$ cat src/rtl/subservient_dbg_loader.sv
// -----------------------------------------------------------------------------
// subservient_dbg_loader
//
// Wishbone initiator for the subservient debug port. It packs an incoming byte
// stream (flash reader, UART RX, ...) into little-endian 32-bit words and
// writes them into SRAM through the SoC debug bus. While loading it holds the
// core in debug mode and in reset; once the image is written it releases both
// in the same cycle and raises o_done.
//
// Optional feature (macro SUBSERVIENT_LOADER_VERIFY_EN):
//   Every write is followed by a read-back of the same word. The returned data
//   is compared on the enabled byte lanes only. A mismatch raises o_err and
//   ends the load immediately. Without the macro there is no read-back,
//   o_err is tied low and i_wb_dbg_rdt is ignored.
//
// Parameters:
//   memsize       SRAM size in bytes (multiple of 4). Loading stops once the
//                 write address reaches memsize.
//   aw            width of the internal byte-address counter.
//
// Ports:
//   i_clk, i_rst  clock, asynchronous active-high reset
//   i_start       single-cycle pulse that begins a load (from IDLE or DONE)
//   i_byte*       byte stream input: data, valid, last-byte marker
//   o_byte_ready  stream ready; a byte is taken when valid & ready
//   o_debug_mode  to the SoC i_debug_mode input
//   o_core_rst    core reset request (ORed with system reset outside)
//   o_wb_dbg_*    Wishbone initiator towards the SoC debug port
//   i_wb_dbg_rdt  read data (used only by the read-back feature)
//   i_wb_dbg_ack  Wishbone acknowledge
//   o_done        level: load complete
//   o_err         level: read-back mismatch (read-back feature only)
// -----------------------------------------------------------------------------
module subservient_dbg_loader #(
    parameter int memsize = 512,
    parameter int aw      = $clog2(memsize)
) (
    input  logic        i_clk,
    input  logic        i_rst,
    input  logic        i_start,
    input  logic [7:0]  i_byte,
    input  logic        i_byte_valid,
    input  logic        i_byte_last,
    output logic        o_byte_ready,
    output logic        o_debug_mode,
    output logic        o_core_rst,
    output logic [31:0] o_wb_dbg_adr,
    output logic [31:0] o_wb_dbg_dat,
    output logic [3:0]  o_wb_dbg_sel,
    output logic        o_wb_dbg_we,
    output logic        o_wb_dbg_stb,
    input  logic [31:0] i_wb_dbg_rdt,
    input  logic        i_wb_dbg_ack,
    output logic        o_done,
    output logic        o_err
);

    typedef enum logic [2:0] {
        S_IDLE,
        S_FILL,
        S_WRITE,
        S_READ,
        S_DONE
    } state_t;

    // Byte address of the last word that fits into the SRAM.
    localparam logic [aw-1:0] last_addr = aw'(memsize - 4);

    state_t          state;
    logic [1:0]      cnt;        // byte lane to be filled next
    logic [aw-1:0]   addr;       // byte address of the word being assembled
    logic            last_seen;  // final image byte is part of the current word
    logic            word_final; // current word is the last one of the load

    // The load ends after this word either because the stream said so or
    // because the word occupies the top of the SRAM.
    assign word_final = last_seen || (addr == last_addr);

`ifdef SUBSERVIENT_LOADER_VERIFY_EN
    logic [31:0] lane_mask;
    logic        verify_ok;

    // Stale data in lanes that were never filled must not cause a mismatch,
    // so only the lanes with their byte enable set take part in the compare.
    always_comb begin
        lane_mask = '0;
        for (int i = 0; i < 4; i++) begin
            lane_mask[8*i +: 8] = {8{o_wb_dbg_sel[i]}};
        end
    end

    assign verify_ok = ((i_wb_dbg_rdt ^ o_wb_dbg_dat) & lane_mask) == 32'h0;
`else
    // Read data has no consumer without the read-back feature.
    logic unused_rdt;
    assign unused_rdt = ^i_wb_dbg_rdt;
    assign o_err      = 1'b0;
`endif

    // NOTE: every register below is updated with non-blocking assignments so
    // all state changes of one clock edge see the values from before that edge.
    always_ff @(posedge i_clk or posedge i_rst) begin
        if (i_rst) begin
            // Asynchronous reset also drops a strobe that is in flight.
            state        <= S_IDLE;
            cnt          <= 2'd0;
            addr         <= '0;
            last_seen    <= 1'b0;
            o_byte_ready <= 1'b0;
            o_debug_mode <= 1'b0;
            o_core_rst   <= 1'b0;
            o_wb_dbg_adr <= 32'h0;
            o_wb_dbg_dat <= 32'h0;
            o_wb_dbg_sel <= 4'h0;
            o_wb_dbg_we  <= 1'b0;
            o_wb_dbg_stb <= 1'b0;
            o_done       <= 1'b0;
`ifdef SUBSERVIENT_LOADER_VERIFY_EN
            o_err        <= 1'b0;
`endif
        end else begin
            case (state)
                // IDLE and DONE react identically to a start pulse; the only
                // difference is the o_done level left behind by a finished load.
                S_IDLE, S_DONE: begin
                    if (i_start) begin
                        state        <= S_FILL;
                        o_debug_mode <= 1'b1;
                        o_core_rst   <= 1'b1;
                        o_byte_ready <= 1'b1;
                        o_done       <= 1'b0;
`ifdef SUBSERVIENT_LOADER_VERIFY_EN
                        o_err        <= 1'b0;
`endif
                        addr         <= '0;
                        cnt          <= 2'd0;
                        last_seen    <= 1'b0;
                        o_wb_dbg_sel <= 4'h0;
                    end
                end

                S_FILL: begin
                    if (i_byte_valid && o_byte_ready) begin
                        o_wb_dbg_dat[8*cnt +: 8] <= i_byte;
                        o_wb_dbg_sel[cnt]        <= 1'b1;
                        cnt                      <= cnt + 2'd1;
                        last_seen                <= i_byte_last;
                        // A full word or the final byte launches the bus
                        // write on the very next cycle.
                        if (cnt == 2'd3 || i_byte_last) begin
                            state        <= S_WRITE;
                            o_byte_ready <= 1'b0;
                            o_wb_dbg_stb <= 1'b1;
                            o_wb_dbg_we  <= 1'b1;
                            o_wb_dbg_adr <= 32'(addr);
                        end
                    end
                end

                // The strobe is high for the whole of WRITE, so any ack seen
                // here belongs to this transaction.
                S_WRITE: begin
                    if (i_wb_dbg_ack) begin
                        o_wb_dbg_stb <= 1'b0;
                        o_wb_dbg_we  <= 1'b0;
`ifdef SUBSERVIENT_LOADER_VERIFY_EN
                        // Address, data and lane enables stay put for the
                        // read-back; the idle strobe cycle separates the two
                        // transactions.
                        state        <= S_READ;
`else
                        o_wb_dbg_sel <= 4'h0;
                        cnt          <= 2'd0;
                        addr         <= addr + aw'(4);
                        if (word_final) begin
                            state        <= S_DONE;
                            o_debug_mode <= 1'b0;
                            o_core_rst   <= 1'b0;
                            o_done       <= 1'b1;
                        end else begin
                            state        <= S_FILL;
                            o_byte_ready <= 1'b1;
                        end
`endif
                    end
                end

`ifdef SUBSERVIENT_LOADER_VERIFY_EN
                S_READ: begin
                    if (!o_wb_dbg_stb) begin
                        o_wb_dbg_stb <= 1'b1;
                    end else if (i_wb_dbg_ack) begin
                        o_wb_dbg_stb <= 1'b0;
                        o_wb_dbg_sel <= 4'h0;
                        cnt          <= 2'd0;
                        addr         <= addr + aw'(4);
                        if (!verify_ok || word_final) begin
                            state        <= S_DONE;
                            o_debug_mode <= 1'b0;
                            o_core_rst   <= 1'b0;
                            o_done       <= 1'b1;
                            o_err        <= !verify_ok;
                        end else begin
                            state        <= S_FILL;
                            o_byte_ready <= 1'b1;
                        end
                    end
                end
`endif

                default: begin
                    state        <= S_IDLE;
                    o_byte_ready <= 1'b0;
                    o_wb_dbg_stb <= 1'b0;
                    o_wb_dbg_we  <= 1'b0;
                end
            endcase
        end
    end

endmodule

$ cat config.mk
export PLATFORM = sky130hd
export DESIGN_NAME = subservient_dbg_loader
export DESIGN_NICKNAME = d
export VERILOG_FILES = /design/src/rtl/subservient_dbg_loader.sv
export SDC_FILE = /design/constraint.sdc
export NUM_CORES = 1
export LEC_CHECK = 0
export ABC_AREA = 1
export BUFFER_PORTS_ARGS = -buffer_cell sky130_fd_sc_hd__buf_4
export CORE_MARGIN = 1.5
export CORE_UTILIZATION = 44
export DETAILED_ROUTE_END_ITERATION = 7
export GPL_ROUTABILITY_DRIVEN = 0
export PLACE_DENSITY = 0.73
export SYNTH_ARGS = -nofsm -noshare
export SYNTH_HDL_FRONTEND = slang
export SYNTH_SLANG_ARGS = --single-unit
$ cat constraint.sdc
create_clock -name i_clk -period 2.3 [get_ports i_clk]
set_input_delay 0.23 -clock i_clk [delete_from_list [all_inputs] [get_ports i_clk]]
set_output_delay 0.23 -clock i_clk [all_outputs]
set_load 0.05 [all_outputs]
==> flow_summary.rst, run 1 <==
.. list-table::
   :header-rows: 1

   * - Metric
     - Value
   * - Number of antenna cells inserted
     - 0
   * - Type of the tightest min-delay check
     - in2reg
   * - Skew-Pair Late Insertion Delay
     - ~0.34 ns
   * - Area of the core region
     - 0.00687 mm²
   * - Worst Setup Start Kind
     - flop
   * - Unique cell type count in the Yosys netlist
     - 26
   * - Total clock sinks
     - 60
   * - Synthesis Warnings
     - 0
   * - Avg WL per Cell
     - about 12 µm
   * - First-pass GRT wire length
     - around 11000 µm
   * - Result of the run
     - finished clean
   * - Signal arrival time at the worst endpoint
     - between 2 and 2.5 ns
   * - Fin Setup TNS
     - 0 ns
   * - Avg Inst Size Synth
     - about 8 µm²
   * - Pin count of the biggest net entering global routing
     - 33
   * - Starting Density
     - 45.8%
   * - Post-route fraction of the period consumed by the critical path
     - 87.6%
   * - CP Class
     - reg2reg
   * - # setup viols final
     - 0
   * - Number of antenna violations at the first check in global routing
     - 0
   * - Pwr per Cell Area
     - about 1200 mW/mm²
   * - Depth of the worst register-to-register path
     - 7
   * - Leakage power summed over all cells
     - about 2.0 nW
   * - Full die area
     - roughly 0.0077 mm²
   * - Share of post-route cells with drive strength above 1
     - ~22%
   * - Global Route Usage Sum
     - about a fifth
   * - Count of hold-fix buffers inserted at cts
     - 1
   * - Number of search-and-repair iterations in the first detailed-routing pass
     - 4
   * - Slew at the pin closest to its max-slew limit
     - ~0.66 ns
   * - Required @ worst endpoint
     - approximately 2.6 ns
   * - TritonCTS clock tree
     - yes
   * - Top area cells in the synthesized netlist
     - sky130_fd_sc_hd__dfrtp_1 (48%), sky130_fd_sc_hd__nand2_1 (15%), sky130_fd_sc_hd__buf_4 (6.9%)
   * - Chip Height
     - 87.6 µm
   * - Clock-pin slew on the worst setup and hold paths
     - approximately 0.070 ns
   * - Cell count after synthesis
     - approximately 390
   * - Via count
     - ~2600
   * - Final number of hold-violating endpoints
     - 0
   * - Combined area of all synthesized cells
     - 0.00315 mm²
   * - Slack of the worst reg-to-reg path
     - roughly 0.29 ns
   * - Max Fanout on Critical Path
     - 12
   * - Post-CTS repair timing setup buffer count
     - 0
   * - Post-layout net count
     - between 500 and 600
   * - Inst Count DP
     - 536
   * - Total Routed Length
     - 6710 µm
   * - Width of the chip
     - between 80 and 90 µm
   * - Synth top cells by count
     - sky130_fd_sc_hd__nand2_1 (124), sky130_fd_sc_hd__dfrtp_1 (60), sky130_fd_sc_hd__inv_1 (30), sky130_fd_sc_hd__o21ai_1 (30), sky130_fd_sc_hd__buf_4 (29)
   * - Top cell type's share of synthesized area
     - a little under half
   * - Primary FF master, synth
     - sky130_fd_sc_hd__dfrtp_1
   * - Number of H-tree levels
     - 3
   * - Kind of capture point of the worst setup path
     - flop
   * - Reg2reg start
     - cnt[0]
   * - Clock tree root driver cell
     - sky130_fd_sc_hd__clkbuf_8
   * - Maximum number of buffers from clock root to sink
     - 2
   * - RSZ-0062 raised after global routing
     - no
   * - Final min period
     - about 2 ns
   * - Count of filler cells inserted in the layout
     - ~680
   * - Flop and latch count out of synthesis
     - 60
   * - CTS Buf Count
     - 9
   * - Number of cells upsized or downsized after cts
     - 0
   * - DRC violations left
     - 0
   * - Max IR drop VDD
     - 0.846 mV
   * - Number of global-route vias before repair
     - roughly 2400
   * - Max Transition Viols Final
     - 0
   * - Library cell occupying the most area in the post-synthesis netlist
     - sky130_fd_sc_hd__dfrtp_1
   * - DRT antenna net count
     - 0
   * - Max-capacitance violation count
     - 0
   * - Number of ports placed on the die boundary
     - about 120
   * - Reg2Reg Capture Point
     - o_wb_dbg_dat[17]
   * - Via density per instance
     - approximately 4.7
   * - Register area share after synthesis
     - 47.7%
   * - Critical path origin
     - cnt[0]
   * - Post-detailed-placement half-perimeter wirelength
     - slightly below 5000 µm
   * - Top achievable clock speed
     - ~500 MHz
   * - Area grow syn2layout
     - 20.0%
   * - Number of enable-type register cells in the synthesized netlist
     - 0
   * - Port-buffer cells
     - 62
   * - Site Rows
     - 30
   * - Critical Path Sink
     - o_wb_dbg_dat[17]
   * - Remaining Overflow, GRT
     - 0
   * - Final instance count without filler cells
     - approximately 550
   * - First DRT Iteration DRCs
     - between 100 and 150
   * - Largest clock skew in the final design
     - 0.00874 ns
   * - Most common cell in the netlist
     - sky130_fd_sc_hd__nand2_1
   * - Slew margin rel.
     - 56.3%
   * - Post-synthesis async set-or-reset flop share
     - 100%
==> flip-flops by register name, summed over array words and instances, names as in the netlist, 2 cells and up <==
signal,cells
addr,7
o_wb_dbg_dat,32
o_wb_dbg_adr,7
cnt,2
o_wb_dbg_sel,4
state,3
==> cell families (layout without fill, tap and decap cells) <==
group | after synthesis | in the layout | synth area share [%]
AO/OA/AOI/OAI | 56 | 56 | 8.99
XOR/XNOR | 1 | 1 | 0.278
adder cells (fa/ha/maj) | 10 | 10 | 3.98
buffers and inverters | 71 | 117 | 12.6
flip-flops | 60 | 60 | 47.7
other | 1 | 26 | 0.119
AND/OR/NAND/NOR | 187 | 187 | 26.3
==> report_power, final <==
group          total, W  switching [W]  internal (W)
Clock          0.000826       0.000414      0.000412
Combinational   0.00221        0.00162      0.000581
Sequential      0.00143       0.000160       0.00127
==> metrics by stage <==
step	utilization, %	power, W	area, µm²	hold WS, ns	worst slack (ns)
2_1_floorplan	-	0.00315	3240	0.378	0.572
3_3_place_gp	52.4	0.00360	3600	0.364	0.381
3_5_place_dp	52.4	0.00365	3600	0.371	0.298
4_1_cts	55.0	0.00449	3780	0.147	0.276
5_1_grt	55.0	0.00476	3780	0.147	0.0614
6_report	55.0	0.00446	3780	0.163	0.286
==> per-layer routing <==
| layer | part of all wire, % | GRT usage (%) | vias to the layer above |
|---|---|---|---|
| li1 | - | - | 1304 |
| met4 | 1.1 | 5.92 | 0 |
| met5 | 0 | 0 | - |
| met3 | 6.8 | 7.54 | 11 |
| met2 | 49 | 31.4 | 96 |
| met1 | 43 | 23.2 | 1181 |
==> how the worst min path moves through the flow <==
stage / from / to / slack [ns] / cells after the start
CTS: i_byte[6] / o_wb_dbg_dat[6] / 0.15 / 3
global placement: i_rst / o_wb_dbg_adr[4] / 0.36 / 2
finish: i_byte[4] / o_wb_dbg_dat[20] / 0.16 / 3
detailed placement: i_rst / o_wb_dbg_adr[4] / 0.37 / 2
floorplan: i_byte[0] / o_wb_dbg_dat[0] / 0.38 / 2
global route: i_byte[6] / o_wb_dbg_dat[6] / 0.15 / 3
==> layout make-up <==
class	instances	area (µm²)	area share [%]
clock buffer	11	141	3.74
clock inverter	5	27.5	0.729
inverter	35	134	3.54
multi-input combinational	280	1340	35.5
sequential	60	1500	39.7
tap	96	120	3.18
timing repair buffer	66	510	13.5
==> critical path, cell delays in order (launching register included) <==
cell and delay [ns]:
sky130_fd_sc_hd__dfrtp_1 0.51, sky130_fd_sc_hd__inv_1 0.19, sky130_fd_sc_hd__ha_1 0.55, sky130_fd_sc_hd__inv_2 0.17, sky130_fd_sc_hd__nor3_1 0.16, sky130_fd_sc_hd__buf_4 0.17, sky130_fd_sc_hd__nand2_1 0.05, sky130_fd_sc_hd__o21ai_1 0.13
==> placed cells by master, fill, tap and decap left out, types with 3 or more instances in the layout <==
master / n
sky130_fd_sc_hd__buf_4: 64
sky130_fd_sc_hd__clkbuf_8: 10
sky130_fd_sc_hd__clkinv_2: 4
sky130_fd_sc_hd__conb_1: 26
sky130_fd_sc_hd__dfrtp_1: 60
sky130_fd_sc_hd__ha_1: 10
sky130_fd_sc_hd__inv_1: 29
sky130_fd_sc_hd__inv_2: 5
sky130_fd_sc_hd__nand2_1: 124
sky130_fd_sc_hd__nand2_2: 4
sky130_fd_sc_hd__nand3_1: 12
sky130_fd_sc_hd__nand4_1: 4
sky130_fd_sc_hd__nor2_1: 17
sky130_fd_sc_hd__nor2_2: 3
sky130_fd_sc_hd__nor2_4: 3
sky130_fd_sc_hd__nor3_1: 16
sky130_fd_sc_hd__o21ai_0: 25
sky130_fd_sc_hd__o21ai_1: 30
Power figures use the tool's default switching activity.
==> inputs of run 2 (changes only) <==
--- a/config.mk
+++ b/config.mk
@@ -9,2 +9,3 @@
 export BUFFER_PORTS_ARGS = -buffer_cell sky130_fd_sc_hd__buf_4
+export CAP_MARGIN = 20
 export CORE_MARGIN = 1.5
==> constraint.sdc (replaced) <==
create_clock -name i_clk -period 2.3 [get_ports i_clk]
set_input_delay 0.345 -clock i_clk [delete_from_list [all_inputs] [get_ports i_clk]]
set_output_delay 0.345 -clock i_clk [all_outputs]
set_load 0.05 [all_outputs]
==> run 2 against run 1 <==
Against the previous run: sequential power is essentially flat; register-to-register slack lost 0.02 ns; sequential share of layout area shrank 0.22 points; die area is the same; wire length grew 0.52%; first-iteration DRC count is the same; clock skew shrank 0.0041 ns; flip-flop and latch count is the same; cell count shrank 0.18%; non-clock buffer count shrank 1; critical endpoint is now o_wb_dbg_dat[23]; largest power group unchanged; highest routed layer unchanged.
==> flow_summary.rst, run 2 (same netlist as run 1, synthesis figures left out) <==
.. list-table::
   :header-rows: 1

   * - Metric
     - Value
   * - Skew-Pair Late Insertion Delay
     - 0.34 ns (about the same)
   * - Full die area
     - 0.00767 mm² (unchanged)
   * - Result of the run
     - finished clean (unchanged)
   * - Area grow syn2layout
     - 20.7% (was 20.0%)
   * - Final min period
     - 2.04 ns (was 2.01 ns)
   * - Crit path largest cell delay
     - 0.55 ns (about the same)
   * - Most common cell after layout, fill and taps aside
     - sky130_fd_sc_hd__nand2_1 (unchanged)
   * - Count of hold-fix buffers inserted at cts
     - 0 (was 1)
   * - Leakage power summed over all cells
     - 2.04 nW (was 2.03 nW)
   * - Reported net switching power
     - 0.00224 W (was 0.00220 W)
   * - Pwr per Cell Area
     - 1210 mW/mm² (was 1180 mW/mm²)
   * - Logic gate share of total power
     - 48.1% (was 49.5%)
   * - Port-buffer cells
     - 62 (unchanged)
   * - Slowest stage cell, crit path
     - sky130_fd_sc_hd__ha_1 (unchanged)
   * - Slack of the worst reg-to-reg path
     - 0.26 ns (was 0.29 ns)
   * - # setup viols final
     - 0 (unchanged)
   * - Maximum number of buffers from clock root to sink
     - 2 (unchanged)
   * - Regs by FF count
     - o_wb_dbg_dat x32, addr x7, o_wb_dbg_adr x7 (unchanged)
   * - Flip-flop count of the largest register after layout
     - 32 (unchanged)
   * - Total Routed Length
     - 6750 µm (was 6710 µm)
   * - RSZ-0062 raised after global routing
     - no (unchanged)
   * - Kind of capture point of the worst setup path
     - flop (unchanged)
   * - Final number of hold-violating endpoints
     - 0 (unchanged)
   * - Post-CTS repair timing setup buffer count
     - 0 (unchanged)
   * - Reg2Reg Capture Point
     - o_wb_dbg_dat[23] (was o_wb_dbg_dat[17])
   * - Avg WL per Cell
     - 12.2 µm (was 12.1 µm)
   * - Post-Place Worst Slack
     - 0.286 ns (was 0.298 ns)
   * - Site Rows
     - 30 (unchanged)
   * - Reg2reg start
     - cnt[0] (unchanged)
   * - Number of antenna violations at the first check in global routing
     - 0 (unchanged)
   * - Width of the chip
     - 87.6 µm (unchanged)
   * - Max-capacitance violation count
     - 0 (unchanged)
   * - Part of the power in the clock network
     - 20.9% (was 18.5%)
   * - Top achievable clock speed
     - 491 MHz (was 497 MHz)
   * - Required @ worst endpoint
     - 2.57 ns (about the same)
   * - First-pass GRT wire length
     - 11200 µm (about the same)
   * - Post-layout net count
     - 507 (was 508)
   * - Largest clock skew in the final design
     - 0.00462 ns (was 0.00874 ns)
   * - Remaining Overflow, GRT
     - 0 (unchanged)
   * - Via count
     - 2642 (was 2592)
   * - Number of H-tree levels
     - 3 (unchanged)
   * - Post-layout worst setup margin
     - 0.265 ns (was 0.286 ns)
   * - Post-route total power
     - 0.00459 W (was 0.00446 W)
   * - Power Internal
     - 0.00235 W (was 0.00226 W)
   * - Slew at the pin closest to its max-slew limit
     - 0.502 ns (was 0.655 ns)
   * - Signal arrival time at the worst endpoint
     - 2.31 ns (was 2.28 ns)
   * - Largest reg by FF count
     - o_wb_dbg_dat (unchanged)
   * - Count of filler cells inserted in the layout
     - 660 (was 676)
   * - Portion of total power attributed to sequential cells
     - 31.0% (was 32.0%)
   * - Number of antenna cells inserted
     - 0 (unchanged)
   * - Number of ports placed on the die boundary
     - 121 (unchanged)
   * - Number of global-route vias before repair
     - 2522 (was 2419)
   * - Via density per instance
     - 4.79 (was 4.69)
   * - Post-route fraction of the period consumed by the critical path
     - 88.5% (was 87.6%)
   * - Number of cells upsized or downsized after cts
     - 0 (unchanged)
   * - Pin count of the biggest net entering global routing
     - 39 (was 33)
   * - Max Fanout on Critical Path
     - 12 (unchanged)
   * - Total clock sinks
     - 60 (unchanged)
   * - CP Class
     - reg2reg (unchanged)
   * - Switching share of power
     - 48.8% (was 49.3%)
   * - Worst Setup Start Kind
     - flop (unchanged)
   * - Starting Density
     - 45.8% (unchanged)
   * - TritonCTS clock tree
     - yes (unchanged)
   * - DRC violations left
     - 0 (unchanged)
   * - First DRT Iteration DRCs
     - 144 (unchanged)
   * - Area of the core region
     - 0.00687 mm² (unchanged)
   * - Sequence of cells on the critical path
     - inv_1 -> ha_1 -> inv_2 -> nor3_1 -> buf_4 -> nand2_1 -> o21ai_1 (unchanged)
   * - Max Transition Viols Final
     - 0 (unchanged)
   * - Global Route Usage Sum
     - 18.6% (was 19.1%)
   * - Slew margin rel.
     - 66.5% (was 56.3%)
   * - Clock-pin slew on the worst setup and hold paths
     - 0.07 ns (about the same)
   * - Fin Setup TNS
     - 0 ns (unchanged)
   * - Number of search-and-repair iterations in the first detailed-routing pass
     - 4 (unchanged)
   * - Post-detailed-placement half-perimeter wirelength
     - 4990 µm (was 4860 µm)
   * - Clock tree root driver cell
     - sky130_fd_sc_hd__clkbuf_8 (unchanged)
   * - Max IR drop VDD
     - 0.849 mV (was 0.846 mV)
   * - Type of the tightest min-delay check
     - in2async (was in2reg)
   * - Chip Height
     - 87.6 µm (unchanged)
   * - Depth of the worst register-to-register path
     - 7 (unchanged)
   * - Most frequent cells in the layout
     - sky130_fd_sc_hd__nand2_1 (124), sky130_fd_sc_hd__buf_4 (64), sky130_fd_sc_hd__dfrtp_1 (60) (unchanged)
   * - Share of post-route cells with drive strength above 1
     - 22.1% (was 21.9%)
   * - CTS Buf Count
     - 9 (unchanged)
   * - DRT antenna net count
     - 0 (unchanged)
## run 2: cell types whose count changed in the layout (fill, tap and decap cells not counted), sizes merged
| cell | change |
|---|---|
| inv | +1 |
| clkinv | -1 |
| dlygate4sd3 | -1 |
| bufinv | +1 |
| clkinvlp | +1 |
| clkbuf | -2 |
## run 2: power groups by stage
stage / clock network (W) / logic [W] / registers [W]
2_1_floorplan: 0 / 0.00114 / 0.00201
3_3_place_gp: 0 / 0.00216 / 0.00144
3_5_place_dp: 0 / 0.00221 / 0.00144
4_1_cts: 0.000984 / 0.00221 / 0.00143
5_1_grt: 0.00102 / 0.00241 / 0.00145
6_report: 0.000960 / 0.00221 / 0.00142
## run 2: metrics by stage
stage / cells / hold slack, ns / cell area, µm² / utilization, %
6_report: 552 / 0.0284 / 3800 / 55.3
5_1_grt: 552 / 0.0722 / 3800 / 55.3
4_1_cts: 552 / 0.0336 / 3800 / 55.3
3_5_place_dp: 536 / 0.421 / 3600 / 52.4
3_3_place_gp: 536 / 0.412 / 3600 / 52.4
2_1_floorplan: 411 / 0.453 / 3240 / -
## run 2: routing by layer
layer	track usage, %	vias up	share of wire (%)
met1	22.2	1258	44
met4	8.37	0	0.96
met5	0	-	0
li1	-	1304	-
met2	31.5	73	50
met3	5.18	7	5.6
## run 2: worst max-delay path, delay by kind of cell, from the launching register on
kind	cells	cell delay, ns
flip-flops	1	0.52
AND/OR/NAND/NOR	2	0.22
adder cells (fa/ha/maj)	1	0.55
buffers and inverters	3	0.54
AO/OA/AOI/OAI	1	0.14
## run 2: worst max-delay path by stage
stage	start	endpoint	slack, ns	depth (start not counted)
after detailed placement	cnt[0]	o_wb_dbg_dat[23]	0.29	7
after CTS	cnt[0]	o_wb_dbg_dat[23]	0.27	7
after global routing	cnt[0]	o_wb_dbg_dat[19]	0.08	7
final	cnt[0]	o_wb_dbg_dat[23]	0.26	7
after floorplan	i_rst	addr[2]	0.47	1
after global placement	cnt[0]	o_wb_dbg_dat[17]	0.39	7
## run 2: cell type report
| cell class | count | area, µm² | share of cell area (%) |
|---|---|---|---|
| clock buffer | 9 | 124 | 3.26 |
| multi-input combinational | 280 | 1340 | 35.3 |
| inverter | 35 | 134 | 3.52 |
| timing repair buffer | 65 | 500 | 13.2 |
| tap | 96 | 120 | 3.16 |
| clock inverter | 7 | 76.3 | 2.01 |
| sequential | 60 | 1500 | 39.5 |
==> inputs of run 3 (changes only) <==
Settings changed: CORE_MARGIN 1.5 to unset, RECOVER_POWER set to 50, REMOVE_ABC_BUFFERS set to 1.
==> run 3 against run 2 <==
Against the previous run: critical path depth did not move; cell count did not move; sequential power barely moved; register-to-register slack improved by 0.05 ns; global-route usage rose by 0.061 points; wire length fell by 3.6%; clock-buffer cell count rose by 1; maximum frequency rose by 2.6%; clock skew rose by 0.0017 ns; worst setup slack improved by 0.052 ns; sequential share of layout area rose by 1.1 points.
==> flow_summary.rst, run 3 (same netlist as run 1, synthesis figures left out) <==
.. list-table::
   :header-rows: 1

   * - Metric
     - Value
   * - Slew at the pin closest to its max-slew limit
     - 0.928 ns (was 0.502 ns)
   * - Total Routed Length
     - 6510 µm (was 6750 µm)
   * - Bufs and invs on worst path
     - 3 (unchanged)
   * - Max IR drop VDD
     - 0.777 mV (was 0.849 mV)
   * - Count of hold-fix buffers inserted at cts
     - 0 (unchanged)
   * - Largest clock skew in the final design
     - 0.00635 ns (was 0.00462 ns)
   * - Area of the core region
     - 0.00687 mm² (unchanged)
   * - DRT antenna net count
     - 0 (unchanged)
   * - Number of antenna cells inserted
     - 0 (unchanged)
   * - DRC violations left
     - 0 (unchanged)
   * - Top delay family on crit path
     - adder cells (unchanged)
   * - Via density per instance
     - 4.76 (was 4.79)
   * - Flip-flop count of the largest register after layout
     - 32 (unchanged)
   * - Sequential Area
     - 0.00150 mm² (unchanged)
   * - Number of global-route vias before repair
     - 2379 (was 2522)
   * - Post-layout net count
     - 507 (unchanged)
   * - Fin Setup TNS
     - 0 ns (unchanged)
   * - CTS Buf Count
     - 9 (unchanged)
   * - Final min period
     - 1.98 ns (was 2.04 ns)
   * - Count of filler cells inserted in the layout
     - 682 (was 660)
   * - Maximum number of buffers from clock root to sink
     - 2 (unchanged)
   * - Number of cells upsized or downsized after cts
     - 0 (unchanged)
   * - Area grow syn2layout
     - 17.4% (was 20.7%)
   * - Number of H-tree levels
     - 3 (unchanged)
   * - Port-buffer cells
     - 62 (unchanged)
   * - Max-capacitance violation count
     - 0 (unchanged)
   * - Full die area
     - 0.00749 mm² (was 0.00767 mm²)
   * - Share of post-route cells with drive strength above 1
     - 16.7% (was 22.1%)
   * - Kind of capture point of the worst setup path
     - flop (unchanged)
   * - Via count
     - 2628 (was 2642)
   * - Slew margin rel.
     - 38.1% (was 66.5%)
   * - TritonCTS clock tree
     - yes (unchanged)
   * - Skew-Pair Late Insertion Delay
     - 0.35 ns (was 0.34 ns)
   * - Slowest stage cell, crit path
     - sky130_fd_sc_hd__ha_1 (unchanged)
   * - Top achievable clock speed
     - 504 MHz (was 491 MHz)
   * - Site Rows
     - 30 (unchanged)
   * - Width of the chip
     - 86.6 µm (was 87.6 µm)
   * - Area of combinational cells with multiple inputs
     - 0.00134 mm² (unchanged)
   * - Type of the tightest min-delay check
     - in2async (unchanged)
   * - Starting Density
     - 45.8% (unchanged)
   * - Post-CTS repair timing setup buffer count
     - 0 (unchanged)
   * - Slack of the worst reg-to-reg path
     - 0.32 ns (was 0.26 ns)
   * - RSZ-0062 raised after global routing
     - no (unchanged)
   * - Required @ worst endpoint
     - 2.58 ns (was 2.57 ns)
   * - Pwr per Cell Area
     - 1220 mW/mm² (was 1210 mW/mm²)
   * - Largest reg by FF count
     - o_wb_dbg_dat (unchanged)
   * - # setup viols final
     - 0 (unchanged)
   * - Most frequent cells in the layout
     - sky130_fd_sc_hd__nand2_1 (124), sky130_fd_sc_hd__dfrtp_1 (60), sky130_fd_sc_hd__buf_4 (39) (was sky130_fd_sc_hd__nand2_1 (124), sky130_fd_sc_hd__buf_4 (64), sky130_fd_sc_hd__dfrtp_1 (60))
   * - Avg WL per Cell
     - 11.8 µm (was 12.2 µm)
   * - Leakage power summed over all cells
     - 1.93 nW (was 2.04 nW)
   * - Regs by FF count
     - o_wb_dbg_dat x32, addr x7, o_wb_dbg_adr x7 (unchanged)
   * - Most common cell after layout, fill and taps aside
     - sky130_fd_sc_hd__nand2_1 (unchanged)
   * - CP Class
     - reg2reg (unchanged)
   * - Max Fanout on Critical Path
     - 12 (unchanged)
   * - Signal arrival time at the worst endpoint
     - 2.26 ns (was 2.31 ns)
   * - Worst Setup Start Kind
     - flop (unchanged)
   * - Sequence of cells on the critical path
     - inv_1 -> ha_1 -> inv_2 -> nor3_1 -> buf_4 -> nand2_1 -> o21ai_1 (unchanged)
   * - Crit path largest cell delay
     - 0.54 ns (was 0.55 ns)
   * - Post-detailed-placement half-perimeter wirelength
     - 4680 µm (was 4990 µm)
   * - Final number of hold-violating endpoints
     - 0 (unchanged)
   * - Number of search-and-repair iterations in the first detailed-routing pass
     - 4 (unchanged)
   * - Global Route Usage Sum
     - 18.7% (was 18.6%)
   * - Clock tree root driver cell
     - sky130_fd_sc_hd__clkbuf_8 (unchanged)
   * - First-pass GRT wire length
     - 10600 µm (was 11200 µm)
   * - Remaining Overflow, GRT
     - 0 (unchanged)
   * - Result of the run
     - finished clean (unchanged)
   * - Max Transition Viols Final
     - 0 (unchanged)
   * - Number of antenna violations at the first check in global routing
     - 0 (unchanged)
   * - Non-Filler Cell Area, Final
     - 0.00369 mm² (was 0.00380 mm²)
   * - First DRT Iteration DRCs
     - 122 (was 144)
   * - Number of ports placed on the die boundary
     - 121 (unchanged)
   * - Total clock sinks
     - 60 (unchanged)
   * - Post-route fraction of the period consumed by the critical path
     - 86.2% (was 88.5%)
   * - Chip Height
     - 86.6 µm (was 87.6 µm)
   * - Placed cell area
     - 0.00360 mm² (unchanged)
   * - Pin count of the biggest net entering global routing
     - 39 (unchanged)
   * - Clock-pin slew on the worst setup and hold paths
     - 0.07 ns (about the same)
-- run 3: layout make-up --
| class | count | share of cell area, % |
|---|---|---|
| clock buffers | 10 | 3.73 |
| clock inverters | 6 | 1.73 |
| inverters | 35 | 3.62 |
| multi-input cells | 280 | 36.3 |
| flip-flops and latches | 60 | 40.6 |
| well taps | 96 | 3.25 |
| repair buffers | 65 | 10.7 |
-- run 3: worst paths after layout --
check | startpoint | to | depth (start not counted)
setup / recovery | cnt[0] | o_wb_dbg_dat[21] | 7
hold / removal | i_rst | o_wb_dbg_adr[3] | 2
setup reg to reg | cnt[0] | o_wb_dbg_dat[21] | 7
hold reg to reg | o_wb_dbg_dat[11] | o_wb_dbg_dat[11] | 2
max in group asynchronous | i_rst | o_wb_dbg_sel[2] | 3
min in group i_clk | i_byte[5] | o_wb_dbg_dat[5] | 3
-- run 3: power by group --
group	total (W)	leakage (nW)	switching, W	internal (W)
sequential	0.00142	0.818	0.000159	0.00126
clock	0.000968	0.0983	0.000441	0.000527
combinational	0.00213	1.02	0.00161	0.000518
-- run 3: layer usage --
layer  vias to the layer above  share of wire (%)  GRT usage [%]  routed length (µm)
met3                        12                7.0           6.86                 453
met4                         0                1.7           7.42                 111
li1                       1302                  -              -                   -
met5                         -                  0              0                   0
met1                      1202                 45           22.5                2910
met2                       112                 47           30.6                3030
-- run 3: per-stage QoR --
stage | setup slack (ns) | power [W] | cells | hold slack, ns | util (%)
final | 0.317 | 0.00452 | 552 | 0.168 | 53.8
after global routing | 0.128 | 0.00480 | 552 | 0.252 | 53.8
after CTS | 0.314 | 0.00461 | 552 | 0.0340 | 55.3
after detailed placement | 0.330 | 0.00363 | 536 | 0.418 | 52.4
after global placement | 0.380 | 0.00359 | 536 | 0.417 | 52.4
after floorplan | 0.419 | 0.00303 | 375 | 0.453 | -
-- run 3: worst register-to-register path, stage by stage, from the launching register on --
cell and delay (ns):
sky130_fd_sc_hd__dfrtp_1 0.51, sky130_fd_sc_hd__inv_1 0.20, sky130_fd_sc_hd__ha_1 0.54, sky130_fd_sc_hd__inv_2 0.16
sky130_fd_sc_hd__nor3_1 0.16, sky130_fd_sc_hd__buf_4 0.17, sky130_fd_sc_hd__nand2_1 0.05, sky130_fd_sc_hd__o21ai_1 0.12
